--- config.mk ---
export PLATFORM = sky130hd
export DESIGN_NAME = mem_access_ctrl
export DESIGN_NICKNAME = d
export VERILOG_FILES = /design/src/rtl/mem_access_ctrl_pkg.sv /design/src/rtl/mem_access_ctrl_byte_lane_unit.sv /design/src/rtl/mem_access_ctrl.sv
export SDC_FILE = /design/constraint.sdc
export NUM_CORES = 1
export LEC_CHECK = 0
export ABC_CLOCK_PERIOD_IN_PS = 3500
export BUFFER_PORTS_ARGS = -buffer_cell sky130_fd_sc_hd__buf_4
export CAP_MARGIN = 15
export CORE_AREA = 2 2 128 99
export CTS_CLUSTER_DIAMETER = 200
export DETAILED_ROUTE_END_ITERATION = 6
export DIE_AREA = 0 0 130 101
export PLACE_DENSITY = 0.89
export SLEW_MARGIN = 20
export SYNTH_ARGS = -nofsm -noshare
export SYNTH_HDL_FRONTEND = slang
export SYNTH_SLANG_ARGS = --single-unit
--- constraint.sdc ---
create_clock -name clk -period 3.5 [get_ports clk]
set_input_delay 0.7 -clock clk [delete_from_list [all_inputs] [get_ports clk]]
set_output_delay 0.7 -clock clk [all_outputs]
set_load 0.05 [all_outputs]
--- src/rtl/mem_access_ctrl_pkg.sv ---
// Shared load/store definitions: ALU op codes, memory sequencer states,
// access-size encodings and byte-lane geometry for a word-only data bus.
package mem_access_ctrl_pkg;

   typedef enum logic [3:0] {
      ALU_ADD = 4'd0,
      ALU_SUB = 4'd1,
      ALU_AND = 4'd2,
      ALU_OR  = 4'd3,
      ALU_XOR = 4'd4,
      ALU_SLT = 4'd5,
      ALU_SLL = 4'd6,
      ALU_SRL = 4'd7
   } alu_ops_t;

   typedef enum logic [2:0] {
      ST_IDLE   = 3'd0,
      ST_READ   = 3'd1,
      ST_WRITE  = 3'd2,
      ST_RMW_RD = 3'd3,
      ST_RMW_WR = 3'd4,
      ST_DONE   = 3'd5
   } mem_state_t;

   localparam logic MEM_SIZE_WORD = 1'b1;
   localparam logic MEM_SIZE_BYTE = 1'b0;

   localparam int WORD_W    = 32;
   localparam int BYTE_W    = 8;
   localparam int LANE_W    = 2;
   localparam int NUM_LANES = 4;

   // Lane 0 is bits [7:0] (little-endian), so the lane LSB is lane*8.
   function automatic logic [4:0] lane_lsb(input logic [LANE_W-1:0] lane);
      return {lane, 3'b000};
   endfunction

endpackage

--- src/rtl/mem_access_ctrl_byte_lane_unit.sv ---
// Byte-lane datapath: sign-extends the selected byte of a word for lb and
// builds the merged word for the sb read-modify-write.
module byte_lane_unit
   import mem_access_ctrl_pkg::*;
(
   input  logic [WORD_W-1:0] word_i,
   input  logic [LANE_W-1:0] lane_i,
   input  logic [BYTE_W-1:0] byte_i,
   output logic [WORD_W-1:0] ext_o,
   output logic [WORD_W-1:0] merged_o
);

   logic [BYTE_W-1:0] sel_s;

   // Lane extract with sign extension, and lane replacement for stores.
   always_comb begin
      sel_s    = word_i[lane_lsb(lane_i) +: BYTE_W];
      ext_o    = {{(WORD_W-BYTE_W){sel_s[BYTE_W-1]}}, sel_s};
      merged_o = word_i;
      merged_o[lane_lsb(lane_i) +: BYTE_W] = byte_i;
   end

endmodule

--- src/rtl/mem_access_ctrl.sv ---
// Load/store sequencer between the core and a word-only req/ack data bus:
// lb via lane extraction, sb via read-modify-write, with a per-phase watchdog.
module mem_access_ctrl
   import mem_access_ctrl_pkg::*;
#(
   parameter int ADDR_W  = 32,
   parameter int TIMEOUT = 16
)(
   input  logic              clk,
   input  logic              reset,
   input  logic              mem_read,
   input  logic              mem_write,
   input  logic              mem_size,
   input  logic [ADDR_W-1:0] addr,
   input  logic [31:0]       wdata,
   output logic              stall,
   output logic [31:0]       rdata,
   output logic              done,
   output logic              err,
   output logic              bus_req,
   output logic              bus_we,
   output logic [ADDR_W-1:0] bus_addr,
   output logic [31:0]       bus_wdata,
   input  logic [31:0]       bus_rdata,
   input  logic              bus_ack
);

   localparam int               CNT_W    = (TIMEOUT > 1) ? $clog2(TIMEOUT) : 1;
   localparam logic [CNT_W-1:0] CNT_LAST = CNT_W'(TIMEOUT - 1);
   localparam logic             WD_EN    = (TIMEOUT != 0);

   mem_state_t        state_q, state_d;
   logic [LANE_W-1:0] lane_q, lane_d;
   logic [BYTE_W-1:0] byte_q, byte_d;
   logic              size_q, size_d;
   logic [CNT_W-1:0]  cnt_q, cnt_d;
   logic [31:0]       rdata_q, rdata_d;
   logic              done_q, done_d;
   logic              err_q, err_d;
   logic              req_q, req_d;
   logic              we_q, we_d;
   logic [ADDR_W-1:0] baddr_q, baddr_d;
   logic [31:0]       bwdata_q, bwdata_d;

   logic [31:0]       ext_s;
   logic [31:0]       merged_s;
   logic              timeout_s;

   byte_lane_unit u_lane (
      .word_i   (bus_rdata),
      .lane_i   (lane_q),
      .byte_i   (byte_q),
      .ext_o    (ext_s),
      .merged_o (merged_s)
   );

   assign timeout_s = WD_EN && (cnt_q == CNT_LAST);

   assign stall = ((state_q == ST_IDLE) && (mem_read || mem_write))
                || (state_q == ST_READ)   || (state_q == ST_WRITE)
                || (state_q == ST_RMW_RD) || (state_q == ST_RMW_WR);

   assign rdata     = rdata_q;
   assign done      = done_q;
   assign err       = err_q;
   assign bus_req   = req_q;
   assign bus_we    = we_q;
   assign bus_addr  = baddr_q;
   assign bus_wdata = bwdata_q;

   // Next-state and next-output logic for the access sequencer.
   always_comb begin
      state_d  = state_q;
      lane_d   = lane_q;
      byte_d   = byte_q;
      size_d   = size_q;
      cnt_d    = cnt_q;
      rdata_d  = rdata_q;
      done_d   = 1'b0;
      err_d    = err_q;
      req_d    = req_q;
      we_d     = we_q;
      baddr_d  = baddr_q;
      bwdata_d = bwdata_q;

      case (state_q)
         ST_IDLE: begin
            if (mem_read || mem_write) begin
               lane_d   = addr[LANE_W-1:0];
               byte_d   = wdata[BYTE_W-1:0];
               size_d   = mem_size;
               baddr_d  = {addr[ADDR_W-1:LANE_W], {LANE_W{1'b0}}};
               bwdata_d = wdata;
               cnt_d    = '0;
               err_d    = 1'b0;
               if ((mem_read && mem_write) ||
                   ((mem_size == MEM_SIZE_WORD) && (addr[LANE_W-1:0] != 2'b00))) begin
                  state_d = ST_DONE;
                  done_d  = 1'b1;
                  err_d   = 1'b1;
                  rdata_d = 32'h0000_0000;
               end else if (mem_read) begin
                  state_d = ST_READ;
                  req_d   = 1'b1;
                  we_d    = 1'b0;
               end else if (mem_size == MEM_SIZE_WORD) begin
                  state_d = ST_WRITE;
                  req_d   = 1'b1;
                  we_d    = 1'b1;
               end else begin
                  state_d = ST_RMW_RD;
                  req_d   = 1'b1;
                  we_d    = 1'b0;
               end
            end else begin
               state_d = ST_IDLE;
            end
         end

         ST_READ, ST_WRITE, ST_RMW_RD, ST_RMW_WR: begin
            if (bus_ack) begin
               case (state_q)
                  ST_RMW_RD: begin
                     // bus_req stays high into the write phase; only bus_we rises.
                     state_d  = ST_RMW_WR;
                     bwdata_d = merged_s;
                     we_d     = 1'b1;
                     cnt_d    = '0;
                  end
                  ST_READ: begin
                     state_d = ST_DONE;
                     done_d  = 1'b1;
                     err_d   = 1'b0;
                     req_d   = 1'b0;
                     we_d    = 1'b0;
                     rdata_d = (size_q == MEM_SIZE_WORD) ? bus_rdata : ext_s;
                  end
                  default: begin
                     state_d = ST_DONE;
                     done_d  = 1'b1;
                     err_d   = 1'b0;
                     req_d   = 1'b0;
                     we_d    = 1'b0;
                  end
               endcase
            end else if (timeout_s) begin
               state_d = ST_DONE;
               done_d  = 1'b1;
               err_d   = 1'b1;
               req_d   = 1'b0;
               we_d    = 1'b0;
               rdata_d = 32'h0000_0000;
            end else begin
               cnt_d = cnt_q + CNT_W'(1);
            end
         end

         ST_DONE: begin
            state_d = ST_IDLE;
            err_d   = 1'b0;
         end

         default: begin
            state_d = ST_IDLE;
            req_d   = 1'b0;
            we_d    = 1'b0;
            err_d   = 1'b0;
         end
      endcase
   end

   // State and output registers; reset drops bus_req with no completion pulse.
   always_ff @(posedge clk or negedge reset) begin
      if (!reset) begin
         state_q  <= ST_IDLE;
         lane_q   <= '0;
         byte_q   <= '0;
         size_q   <= MEM_SIZE_WORD;
         cnt_q    <= '0;
         rdata_q  <= 32'h0000_0000;
         done_q   <= 1'b0;
         err_q    <= 1'b0;
         req_q    <= 1'b0;
         we_q     <= 1'b0;
         baddr_q  <= '0;
         bwdata_q <= 32'h0000_0000;
      end else begin
         state_q  <= state_d;
         lane_q   <= lane_d;
         byte_q   <= byte_d;
         size_q   <= size_d;
         cnt_q    <= cnt_d;
         rdata_q  <= rdata_d;
         done_q   <= done_d;
         err_q    <= err_d;
         req_q    <= req_d;
         we_q     <= we_d;
         baddr_q  <= baddr_d;
         bwdata_q <= bwdata_d;
      end
   end

endmodule

# [Yosys cells after proc, flatten, opt, wreduce, memory -nomap -nowiden]
# Cells that the tools add are included.
[word_totals] register_bits=116 inputBits=102 output_inout_bits=101
[op_classes] add_sub_neg=2 n_eq_ne=16 n_shift=3 mux=48 n_bitwise=1 n_reduce_logical=20
[ops] cell="$mux W32" count=9
[ops] cell="$pmux W32 S2" count=2
[ops] cell="$bwmux W32" count=1
[ops] cell="$shift A8 B7 Y32 const A" count=1
[ops] cell="$shiftx A32 B6 Y8" count=1
[ops] cell="$shiftx A8 B7 Y32" count=1
[ops] cell="$mux W1" count=21
[ops] cell="$mux W4" count=4
[ops] cell="$ne A3 B3 Y1 const B" count=5
[ops] cell="$mux W3" count=4
[ops] cell="$reduce_and A4 Y1" count=3
[ops] cell="$reduce_and A5 Y1" count=2
[ops] cell="$pmux W4 S2" count=1
[ops] cell="$neg A5 Y7" count=1
[ops] cell="$eq A3 B2 Y1 const B" count=2
[ops] cell="$eq A3 B3 Y1 const B" count=2
[ops] cell="$logic_or A1 B1 Y1" count=6
[ops] cell="$ne A2 B2 Y1 const B" count=3
[ops] cell="$pmux W1 S3" count=2
[ops] cell="$pmux W3 S2" count=1
[ops] cell="$add A4 B1 Y4 const B" count=1
[ops] cell="$eq A4 B4 Y1 const B" count=1
[ops] cell="$ne A2 B1 Y1 const B" count=2
[ops] cell="$pmux W1 S2" count=2
[ops] cell="other kinds (9)" count=12

# [Longest topological paths before layout]
# Gate-level depths: netlist (run 1).
[logic_depth] word_depth=6 ltp_mapped=10 ltp_nobuf=7

# [Modules after synthesis]
# A second synthesis (run 1) with hierarchy kept.
[unflattened] cells_unflattened=535 area_unflattened_um2=6672.6
[by_module_without_submodules] mod="mem_access_ctrl" instances=1 cells_each=433 area_per_inst_um2=5774.3 seq_area_each_um2=2904.0
[by_module_without_submodules] mod="byte_lane_unit" instances=1 cells_each=102 area_per_inst_um2=898.4 seq_area_each_um2=0.0

# [Worst setup path before layout (run 1)]
# OpenSTA, ideal clock, no wires.
[synth_path] kind="register to register" from="reg lane_q[1]" to="reg bwdata_q[30], in the netlist bus_wdata[30]" arrival_ps=2355 t_required_ps=3417 slack_ps=1063 stages_incl_launch_ff=10 period_less_slack_ps=2437 path_cell_list="dfrtp_1 -> clkbuf_1 -> clkbuf_1 -> inv_1 -> ha_1 -> nor2_1 -> nor4b_2 -> a221o_1 -> o21ai_0 -> o21ai_0"
[synth_via] elab_chain_cells=6 word_cells_on_any_way=7
[synth_lines] item="start: declaration" line="mem_access_ctrl.sv:33" rtl="logic [LANE_W-1:0] lane_q, lane_d;"
[synth_lines] item="start signal: assignment" line="mem_access_ctrl.sv:189" rtl="lane_q <= lane_d;"
[synth_lines] item="$neg A5 Y7 *" line="mem_access_ctrl_byte_lane_unit.sv:20" rtl="merged_o[lane_lsb(lane_i) +: BYTE_W] = byte_i;"
[synth_lines] item="$shiftx A8 B7 Y32 or $shift A8 B7 Y32 (tied branches)" line="mem_access_ctrl_byte_lane_unit.sv:20"
[synth_lines] item="$bwmux W32 *" line="mem_access_ctrl_byte_lane_unit.sv:20"
[synth_lines] item="$mux W32 *" line="mem_access_ctrl.sv:122" rtl="case (state_q)"
[synth_lines] item="$mux W32 *" line="mem_access_ctrl.sv:121" rtl="if (bus_ack) begin"
[synth_lines] item="$pmux W32 S2 *" line="mem_access_ctrl.sv:86" rtl="case (state_q)"
[synth_lines] item="end signal: assignment" line="mem_access_ctrl.sv:199" rtl="bwdata_q <= bwdata_d;"
[synth_lines] item="end: declaration" line="mem_access_ctrl.sv:43" rtl="logic [31:0] bwdata_q, bwdata_d;"
# Mark *: on every way between the ends. The rest lies on a longest branch, timed or not. The select of a mux whose other input is x is not followed.
# A chain may end at the register's enable or synchronous reset.

# [Final worst setup path (run 1)]
# Ends and elaborated chain as after synthesis.

==> results_dict.tcl, run 1 <==
set metrics [dict create \
    status "completed" \
    end_kind "register" \
    p_per_area_nw_per_um2 1130 \
    multiInputGateArea_um2 2740 \
    async_flop_share 1.00 \
    vias 5322 \
    cp-start-kind "register" \
    synth_edf_count 0 \
    synth_most_common_cell "dfrtp_1" \
    ctsHoldBuffers 0 \
    h-tree-depth 4 \
    cts_buffer_depth 2 \
    critPathMaxFanout 18 \
    initial_core_util 0.494 \
    ys_ff_latch 116 \
    grt.total_usage 0.286 \
    drive_gt1_frac 0.401 \
    cts_tree "yes" \
    cts_sinks 116 \
    setup_viol 0 \
    fillers 947 \
    ant_nets 0 \
    grt_pass1_wl_um 28200 \
    ir_worst_vdd_mv 0.769 \
    cts_resized 0 \
    dr.first_iter.drc_count 622 \
    timing.fmax_mhz 350 \
    viasPerCell 5.69 \
    final_area_um2 8020 \
    syn-instance-count 573 \
    io-pin-count 203 \
    clk_latency_ns 0.41 \
    fin_cells 936 \
    syn2layout_area_growth_pct 35.8 \
    synthTopCellsByArea "dfrtp_1, mux2_2, a211oi_2" \
    post_cts_buffers 0 \
    critPathKind "register to register" \
    routed_wl_um 18200 \
    grt_antenna_before_repair 0 \
    rsz0062_at_grt "false" \
    leakage_nw 3.89 \
    drt-wirelength-per-cell_um 19.5 \
    seq_area_um2 2900 \
    period_needed_ns 2.86 \
    grt_max_degree 67 \
    worst_hold_path_type "input pin to asynchronous set/reset pin" \
    synth-seq-area-share 0.492 \
    r2r-end "bus_wdata[30]" \
    ctsRootBufferMaster "clkbuf_16" \
    place_congestion 0.907 \
    synthTopCellsByCount "dfrtp_1, nand2_1, o21ai_0" \
    num_rows 35 \
    relSlewSlack 0.414 \
    portBuffers 200 \
    synth.cell_area_um2 5910 \
    hpwlAfterDp_um 13400 \
    rr_worst_depth 7 \
    r2r_setup_slack_ns 0.64 \
    setup.worst_path.start "lane_q[1]" \
    fin_skew_ns 0.00644 \
    yosysTopAreaCellShare 0.487 \
    cts_inserted_buffers 17 \
    crit_arrival_ns 3.18 \
    remaining_drc_errors 0 \
    dpl-instance-area_um2 7500 \
    critPathRequiredTime_ns 3.82 \
    synth_top_area_cell "dfrtp_1" \
    globalRouteOverflowTotal 0 \
    netlist-cell-type-count 50 \
    drtPass1Iterations 6 \
    fin_crit_sh 0.816 \
    coreArea_um2 12000 \
    drv_cap 0 \
    final_net_count 866 \
    cp-endpoint "bus_wdata[30]" \
    die_w_um 130 \
    die-height_um 101 \
    fin_tns_setup_ns 0 \
    worst_pin_slew_ns 0.879 \
    cts.reportedPaths.clkPinSlew_ns 0.05 \
    slew_violations 0 \
    grt_pass1_vias 5291 \
    reg2reg_from "lane_q[1]" \
    synth.avg_cell_area_um2 10.3 \
    synth_warnings 0 \
    n_antenna_cell 0 \
    finalHoldViolCount 0 \
    ys.flop_type "dfrtp_1" \
    post-place-cells 905 \
    fp.dieArea_um2 13100 \
]
-- through the flow --
step                       util  hold WS [ns]  worst slack, ns  power, mW
final                     0.671         0.237            0.644       9.03
after global routing      0.671         0.272            0.375       9.53
after CTS                 0.671         0.253            0.700       9.04
after detailed placement  0.627         0.467            0.515       7.45
after global placement    0.627         0.462            0.656       7.30
after floorplan               -         0.404             1.06       5.99
-- where the power goes --
part / switching, mW / leakage, nW / internal, mW
clock network: 0.608 / 0.259 / 0.961
logic: 3.35 / 2.17 / 1.66
registers: 0.537 / 1.46 / 1.92
total: 4.50 / 3.89 / 4.54
-- layout make-up --
class                   count  area share
clock buffers              20      0.0544
repair buffers            212       0.200
flip-flops and latches    116       0.362
multi-input cells         400       0.341
clock inverters            11      0.0111
well taps                 166      0.0259
inverters                  11     0.00515
-- worst min-delay path by stage --
stage,end,slack [ns],cells after the start
floorplan,bus_addr[10],0.40,0
global placement,bus_wdata[20],0.46,2
detailed placement,rdata[8],0.47,1
CTS,rdata[25],0.25,1
global route,rdata[25],0.27,1
finish,rdata[27],0.24,1
-- kinds of logic after synthesis --
logic type / Yosys count / share of synthesized area
AOI/OAI and AO/OA: 196 / 0.244
xor gates and xnor gates: 2 / 0.00297
adders and majority gates: 8 / 0.0161
buffers and inverters: 58 / 0.0466
DFF: 116 / 0.492
muxes: 47 / 0.0904
other: 1 / 0.000635
and+or+nand+nor: 145 / 0.108
-- cell usage in the layout (no fill, tap or decap), types with 17 or more instances in the layout --
cell type / Yosys / layout
mux2_2: 41 / 41
clkbuf_16: 0 / 17
a211oi_2: 22 / 22
dfrtp_1: 115 / 115
nand2_1: 72 / 72
buf_4: 3 / 211
nor2_1: 38 / 38
a21oi_1: 29 / 29
a221o_1: 17 / 17
a21o_1: 28 / 28
o21ai_0: 52 / 52
-- critical path, stage by stage, from the launching register on --
cell and delay, ns:
dfrtp_1 0.72, inv_1 0.20, ha_1 0.36, nor2_1 0.24
nor4b_2 0.67, a221o_1 0.31, o21ai_0 0.10, o21ai_0 0.17
-- sequential cells by signal (all words and copies together) (netlist names) --
signal	count
bus_wdata	32
state_q	3
done	1
bus_addr	30
err	1
cnt_q	4
bus_we	1
byte_q	8
size_q	1
bus_req	1
lane_q	2
rdata	32
-- routing by layer --
metal	vias up	wire length, um	global-route usage
li1	2444	-	-
met3	30	1970	0.0748
met4	0	291	0.0819
met1	2552	7600	0.404
met5	-	0	0
met2	296	8350	0.435
(Power assumes the default switching activity.)
==> inputs of run 2 (changes only) <==
--- a/config.mk
+++ b/config.mk
@@ -5,14 +5,14 @@
 export SDC_FILE = /design/constraint.sdc
 export NUM_CORES = 1
 export LEC_CHECK = 0
-export ABC_CLOCK_PERIOD_IN_PS = 3500
+export ABC_CLOCK_PERIOD_IN_PS = 2300
 export BUFFER_PORTS_ARGS = -buffer_cell sky130_fd_sc_hd__buf_4
 export CAP_MARGIN = 15
-export CORE_AREA = 2 2 128 99
+export CORE_AREA = 2 2 134 104
 export CTS_CLUSTER_DIAMETER = 200
 export DETAILED_ROUTE_END_ITERATION = 6
-export DIE_AREA = 0 0 130 101
-export PLACE_DENSITY = 0.89
+export DIE_AREA = 0 0 136 106
+export PLACE_DENSITY = 0.85
 export SLEW_MARGIN = 20
 export SYNTH_ARGS = -nofsm -noshare
 export SYNTH_HDL_FRONTEND = slang
==> constraint.sdc (replaced) <==
create_clock -name clk -period 2.3 [get_ports clk]
set_input_delay 0.46 -clock clk [delete_from_list [all_inputs] [get_ports clk]]
set_output_delay 0.46 -clock clk [all_outputs]
set_load 0.05 [all_outputs]
==> run 2 against run 1 <==
Global-route usage decreased by 2.9 points. Sequential share of layout area decreased by 1.2 points. Cell area increased by 3.3%. First-iteration DRC count decreased by 31%. Utilization decreased by 4.5 points. Via count increased by 1.2%. Critical path depth decreased by 3. Sequential power increased by 47%. Cell count increased by 2.4%. Register-to-register slack got worse by 0.42 ns. Combinational power increased by 61%. Critical endpoint is now stall.
==> results_dict.tcl, run 2 (synthesis results as in run 1) <==
set metrics [dict create \
    grt_max_degree 67 \
    period_needed_ns 2.20 \
    worst_pin_slew_ns 0.626 \
    busiest_layer "met2" \
    cts_tree "yes" \
    ctsHoldBuffers 0 \
    drt-wirelength-per-cell_um 19.1 \
    viasPerCell 5.62 \
    final_util 0.626 \
    end_kind "output pin" \
    place_congestion 0.885 \
    h-tree-depth 4 \
    p_int_mw 7.30 \
    pre_cts_ws_ns 0.240 \
    final_area_um2 8290 \
    finalHoldViolCount 0 \
    hpwlAfterDp_um 13700 \
    cts_sinks 116 \
    use_met1 0.345 \
    timing.fmax_mhz 454 \
    fp.dieArea_um2 14400 \
    combPwrFrac 0.564 \
    grt.total_usage 0.257 \
    critPathMaxStageDelay_ns 0.47 \
    worst_slack_ns 0.0964 \
    clk_latency_ns 0.42 \
    post-place-cells 926 \
    status "completed" \
    slew_violations 0 \
    globalRouteOverflowTotal 0 \
    grtUsageMet2 0.374 \
    cp_cell_sequence "or3_4 -> nor3_2 -> nor2_1 -> buf_4" \
    grt_pass1_vias 5311 \
    drive_gt1_frac 0.418 \
    routed_wl_um 18300 \
    critPathKind "register to output pin" \
    final_net_count 878 \
    rsz0062_at_grt "false" \
    portBuffers 200 \
    crit_slowest_cell "dfrtp_1" \
    fin_tns_setup_ns 0 \
    die_w_um 136 \
    worst_hold_path_type "input pin to asynchronous set/reset pin" \
    swShare 0.488 \
    grt_pass1_wl_um 28200 \
    fin_cells 958 \
    timing.hold.ws_ns 0.0321 \
    p_total_mw 14.3 \
    cts.reportedPaths.clkPinSlew_ns 0.06 \
    setup_viol 0 \
    n_antenna_cell 0 \
    p_per_area_nw_per_um2 1720 \
    p_seq_frac 0.252 \
    ctsRootBufferMaster "clkbuf_16" \
    initial_core_util 0.446 \
    gr-usage-met3 0.100 \
    ant_nets 0 \
    coreArea_um2 13200 \
    final_cell_mix "buf_4, dfrtp_1, nand2_1" \
    power.clock.fraction 0.183 \
    remaining_drc_errors 0 \
    p_sw_mw 6.96 \
    grt_antenna_before_repair 0 \
    drtPass1Iterations 6 \
    critPathRequiredTime_ns 1.84 \
    layout_commonest_cell "buf_4" \
    io-pin-count 203 \
    drv_cap 0 \
    vias 5388 \
    leakage_nw 4.01 \
    crit_arrival_ns 1.74 \
    dpl-instance-area_um2 7690 \
    cts_inserted_buffers 17 \
    cp-start-kind "register" \
    fin_crit_sh 0.958 \
    num_rows 37 \
    dr.first_iter.drc_count 431 \
    syn2layout_area_growth_pct 40.3 \
    fin_skew_ns 0.0107 \
    relSlewSlack 0.582 \
    die-height_um 106 \
    critPathMaxFanout 9 \
    cts_buffer_depth 2 \
    ir_worst_vdd_mv 1.26 \
]
[run 2: cell types whose count changed in the layout (fill, tap and decap cells not counted)]
cell        previous run  this run
nor4b_4                0         1
buf_12                 1         8
clkinv_2               7         3
or3_4                  0         1
buf_4                211       216
nor3_2                 0         1
nor3_1                 6         5
bufinv_16              1         2
clkinv_4               1         3
nor4b_2                1         0
clkbuf_1               3         0
inv_6                  0         3
clkinvlp_4             2         4
or3_1                  1         0
[run 2: critical path: cells and delay by family, from the launching register on]
family | cells | cell delay [ns]
AND/OR/NAND/NOR | 3 | 0.67
buffers and inverters | 1 | 0.19
flip-flops | 1 | 0.47
[run 2: layout make-up]
cell class / count / area [um2]
inverter: 11 / 41.3
sequential: 116 / 2900
fill: 1086 / 4950
clock inverter: 15 / 158
timing repair buffer: 224 / 1780
multi-input combinational: 400 / 2760
tap: 175 / 219
clock buffer: 17 / 425
[run 2: path summary, 6_finish.rpt]
check	startpoint	endpoint	slack (ns)	depth (start not counted)
min reg2reg	bus_wdata[21]	bus_wdata[21]	0.48	2
min	reset	bus_wdata[4]	0.03	1
max	state_q[0]	stall	0.1	4
max reg2reg	lane_q[0]	bus_wdata[31]	0.22	7
min in group clk	addr[20]	bus_addr[20]	0.27	2
max in group asynchronous	reset	bus_addr[18]	1.64	2
[run 2: what timing repair did]
item	CTS	global route
setup buffers	0	0
setup endpoints to repair	1	1
resized for setup	1	1
[run 2: per-layer routing]
| layer | vias to the layer above | wire [um] |
|---|---|---|
| met5 | - | 0 |
| met4 | 0 | 412 |
| met3 | 32 | 2160 |
| met2 | 295 | 8210 |
| met1 | 2577 | 7530 |
| li1 | 2484 | - |
[run 2: power groups by stage]
stage / combinational, mW / clock, mW / sequential (mW)
after floorplan: 3.30 / 0 / 5.83
after global placement: 7.88 / 0 / 3.59
after detailed placement: 8.00 / 0 / 3.61
after CTS: 8.04 / 2.66 / 3.59
after global routing: 8.57 / 2.75 / 3.71
final: 8.05 / 2.61 / 3.60
==> inputs of run 3 (changes only) <==
--- a/config.mk
+++ b/config.mk
@@ -8,12 +8,14 @@
 export ABC_CLOCK_PERIOD_IN_PS = 2300
 export BUFFER_PORTS_ARGS = -buffer_cell sky130_fd_sc_hd__buf_4
 export CAP_MARGIN = 15
-export CORE_AREA = 2 2 134 104
+export CORE_AREA = 2 2 141 109
 export CTS_CLUSTER_DIAMETER = 200
 export DETAILED_ROUTE_END_ITERATION = 6
-export DIE_AREA = 0 0 136 106
+export DIE_AREA = 0 0 143 111
 export PLACE_DENSITY = 0.85
+export SKIP_CTS_REPAIR_TIMING = 1
 export SLEW_MARGIN = 20
 export SYNTH_ARGS = -nofsm -noshare
 export SYNTH_HDL_FRONTEND = slang
+export SYNTH_HIERARCHICAL = 1
 export SYNTH_SLANG_ARGS = --single-unit
==> run 3 against run 2 <==
Sequential power rose by 4%. Clock power is 4% lower. Sequential share of layout area is 1.9 points lower. Critical path type unchanged.
==> results_dict.tcl, run 3 <==
set metrics [dict create \
    dr.first_iter.drc_count 419 \
    cp_cell_sequence "nor3_4 -> a21oi_2 -> buf_4" \
    drtPass1Iterations 5 \
    die_w_um 143 \
    grt_pass1_vias 5224 \
    critPathTopFamily "flip-flops" \
    initial_core_util 0.454 \
    coreArea_um2 14700 \
    cts.reportedPaths.clkPinSlew_ns 0.06 \
    critPathMaxStageDelay_ns 0.53 \
    cts_tree "yes" \
    worst_pin_slew_ns 0.658 \
    ant_nets 0 \
    period_needed_ns 2.16 \
    slew_violations 0 \
    drt-wirelength-per-cell_um 19.8 \
    end_kind "output pin" \
    p_sw_mw 7.40 \
    crit_slowest_cell "dfrtp_1" \
    grt_antenna_before_repair 1 \
    critPathRequiredTime_ns 1.84 \
    ir_worst_vdd_mv 1.10 \
    hpwlAfterDp_um 13700 \
    ys.flop_type "dfrtp_1" \
    leakage_nw 4.22 \
    cp-start-kind "register" \
    ctsRootBufferMaster "clkbuf_16" \
    fin_cells 933 \
    p_seq_frac 0.230 \
    syn2layout_area_growth_pct 31.3 \
    fin_skew_ns 0.0132 \
    crit_arrival_ns 1.70 \
    critPathMaxFanout 13 \
    clk_latency_ns 0.42 \
    final_net_count 823 \
    fillers 1159 \
    synth_warnings 6 \
    finalHoldViolCount 0 \
    synth-seq-area-share 0.435 \
    cts_buffer_depth 2 \
    worst_hold_path_type "input pin to asynchronous set/reset pin" \
    status "completed" \
    die-height_um 111 \
    remaining_drc_errors 0 \
    h-tree-depth 4 \
    syn-instance-count 535 \
    timing.fmax_mhz 463 \
    synth_most_common_cell "dfrtp_1" \
    rsz0062_at_grt "false" \
    critPathKind "register to output pin" \
    synth_top_area_cell "dfrtp_1" \
    netlist-cell-type-count 55 \
    cts_sinks 116 \
    swShare 0.452 \
    p_per_area_nw_per_um2 1870 \
    cp_num_buf_inv 1 \
    p_int_mw 8.98 \
    grt_max_degree 46 \
    ys_ff_latch 116 \
    vias 5076 \
    final_cell_mix "buf_4, dfrtp_1, mux2_4" \
    async_flop_share 1.00 \
    fin_crit_sh 0.939 \
    synth.avg_cell_area_um2 12.5 \
    power.clock.fraction 0.153 \
    fp.dieArea_um2 15900 \
    portBuffers 200 \
    grt_pass1_wl_um 28500 \
    yosysTopAreaCellShare 0.431 \
    post-place-cells 901 \
    layout_commonest_cell "buf_4" \
    io-pin-count 203 \
    drv_cap 0 \
    fin_tns_setup_ns 0 \
    cts_inserted_buffers 17 \
    globalRouteOverflowTotal 0 \
    final_area_um2 8760 \
    dpl-instance-area_um2 8210 \
    relSlewSlack 0.561 \
    num_rows 39 \
    grt.total_usage 0.238 \
    synthTopCellsByArea "dfrtp_1, mux2_4, mux2_2" \
    drive_gt1_frac 0.521 \
    setup_viol 0 \
    combPwrFrac 0.617 \
    viasPerCell 5.44 \
    synth.cell_area_um2 6670 \
    place_congestion 0.911 \
    synthTopCellsByCount "dfrtp_1, mux2_4, nand2_1" \
    synth_edf_count 0 \
    routed_wl_um 18500 \
]
## run 3: changes by cell type after synthesis, sizes merged, moves of 29 or more
cell / delta
buf: +29
mux2: +64
nor2: -29
o21ai: -44
o22ai: +36
## run 3: power groups by stage
stage | Sequential (mW) | Clock (mW) | Combinational, mW
after floorplan | 6.28 | 0 | 5.52
after global placement | 3.76 | 0 | 9.93
after detailed placement | 3.77 | 0 | 10.1
after CTS | 3.77 | 2.56 | 10.1
after global routing | 3.88 | 2.67 | 10.6
final | 3.76 | 2.51 | 10.1
## run 3: final cells by class
cell class              instances  area, um2  area share
repair buffers                224       1760       0.200
clock inverters                10        110      0.0126
diodes                          1       2.50    0.000286
well taps                     205        256      0.0293
inverters                      21       78.8     0.00900
flip-flops and latches        116       2900       0.331
clock buffers                  21        440      0.0503
multi-input cells             335       3210       0.367
## run 3: layer usage
metal,GRT usage,vias to the layer above,part of all wire
met2,0.362,255,0.47
met5,0,-,0
met3,0.0907,18,0.10
met4,0.0733,0,0.013
li1,-,2299,-
met1,0.314,2504,0.42
## run 3: metrics by stage
| step | power [mW] | utilization | worst slack [ns] | hold slack (ns) |
|---|---|---|---|---|
| after detailed placement | 13.9 | 0.559 | 0.237 | 0.478 |
| after global routing | 17.2 | 0.596 | 0.0801 | 0.0575 |
| after floorplan | 11.8 | - | 0.0241 | 0.164 |
| final | 16.4 | 0.597 | 0.140 | 0.0402 |
| after CTS | 16.5 | 0.596 | 0.147 | 0.0469 |
| after global placement | 13.7 | 0.559 | 0.292 | 0.470 |
## run 3: worst paths after layout
kind | cells past startpoint | from | to | slack (ns)
max | 3 | state_q[1] | stall | 0.14
min in group clk | 2 | addr[6] | bus_addr[6] | 0.26
min | 1 | reset | bus_wdata[10] | 0.04
max in group asynchronous | 2 | reset | rdata[20] | 1.58
min reg2reg | 1 | bus_addr[7] | bus_addr[7] | 0.49
max reg2reg | 5 | state_q[1] | bus_wdata[7] | 0.18
## run 3: cells by family (layout without fill, tap and decap cells)
family / after synthesis / after routing / synth area share
AO/OA/AOI/OAI: 103 / 103 / 0.120
XOR/XNOR: 2 / 2 / 0.00263
adder cells (fa/ha/maj): 7 / 7 / 0.0129
buffers and inverters: 85 / 276 / 0.0855
flip-flops: 116 / 116 / 0.435
multiplexers: 146 / 146 / 0.286
other: 1 / 3 / 0.000562
AND/OR/NAND/NOR: 75 / 75 / 0.0568
## run 3: worst reg2reg max path, cell delays in order (launching register included)
cell and delay (ns):
dfrtp_1 0.53, o21a_1 0.33, nor2_4 0.21, buf_12 0.28, mux2_2 0.41, mux2_4 0.25
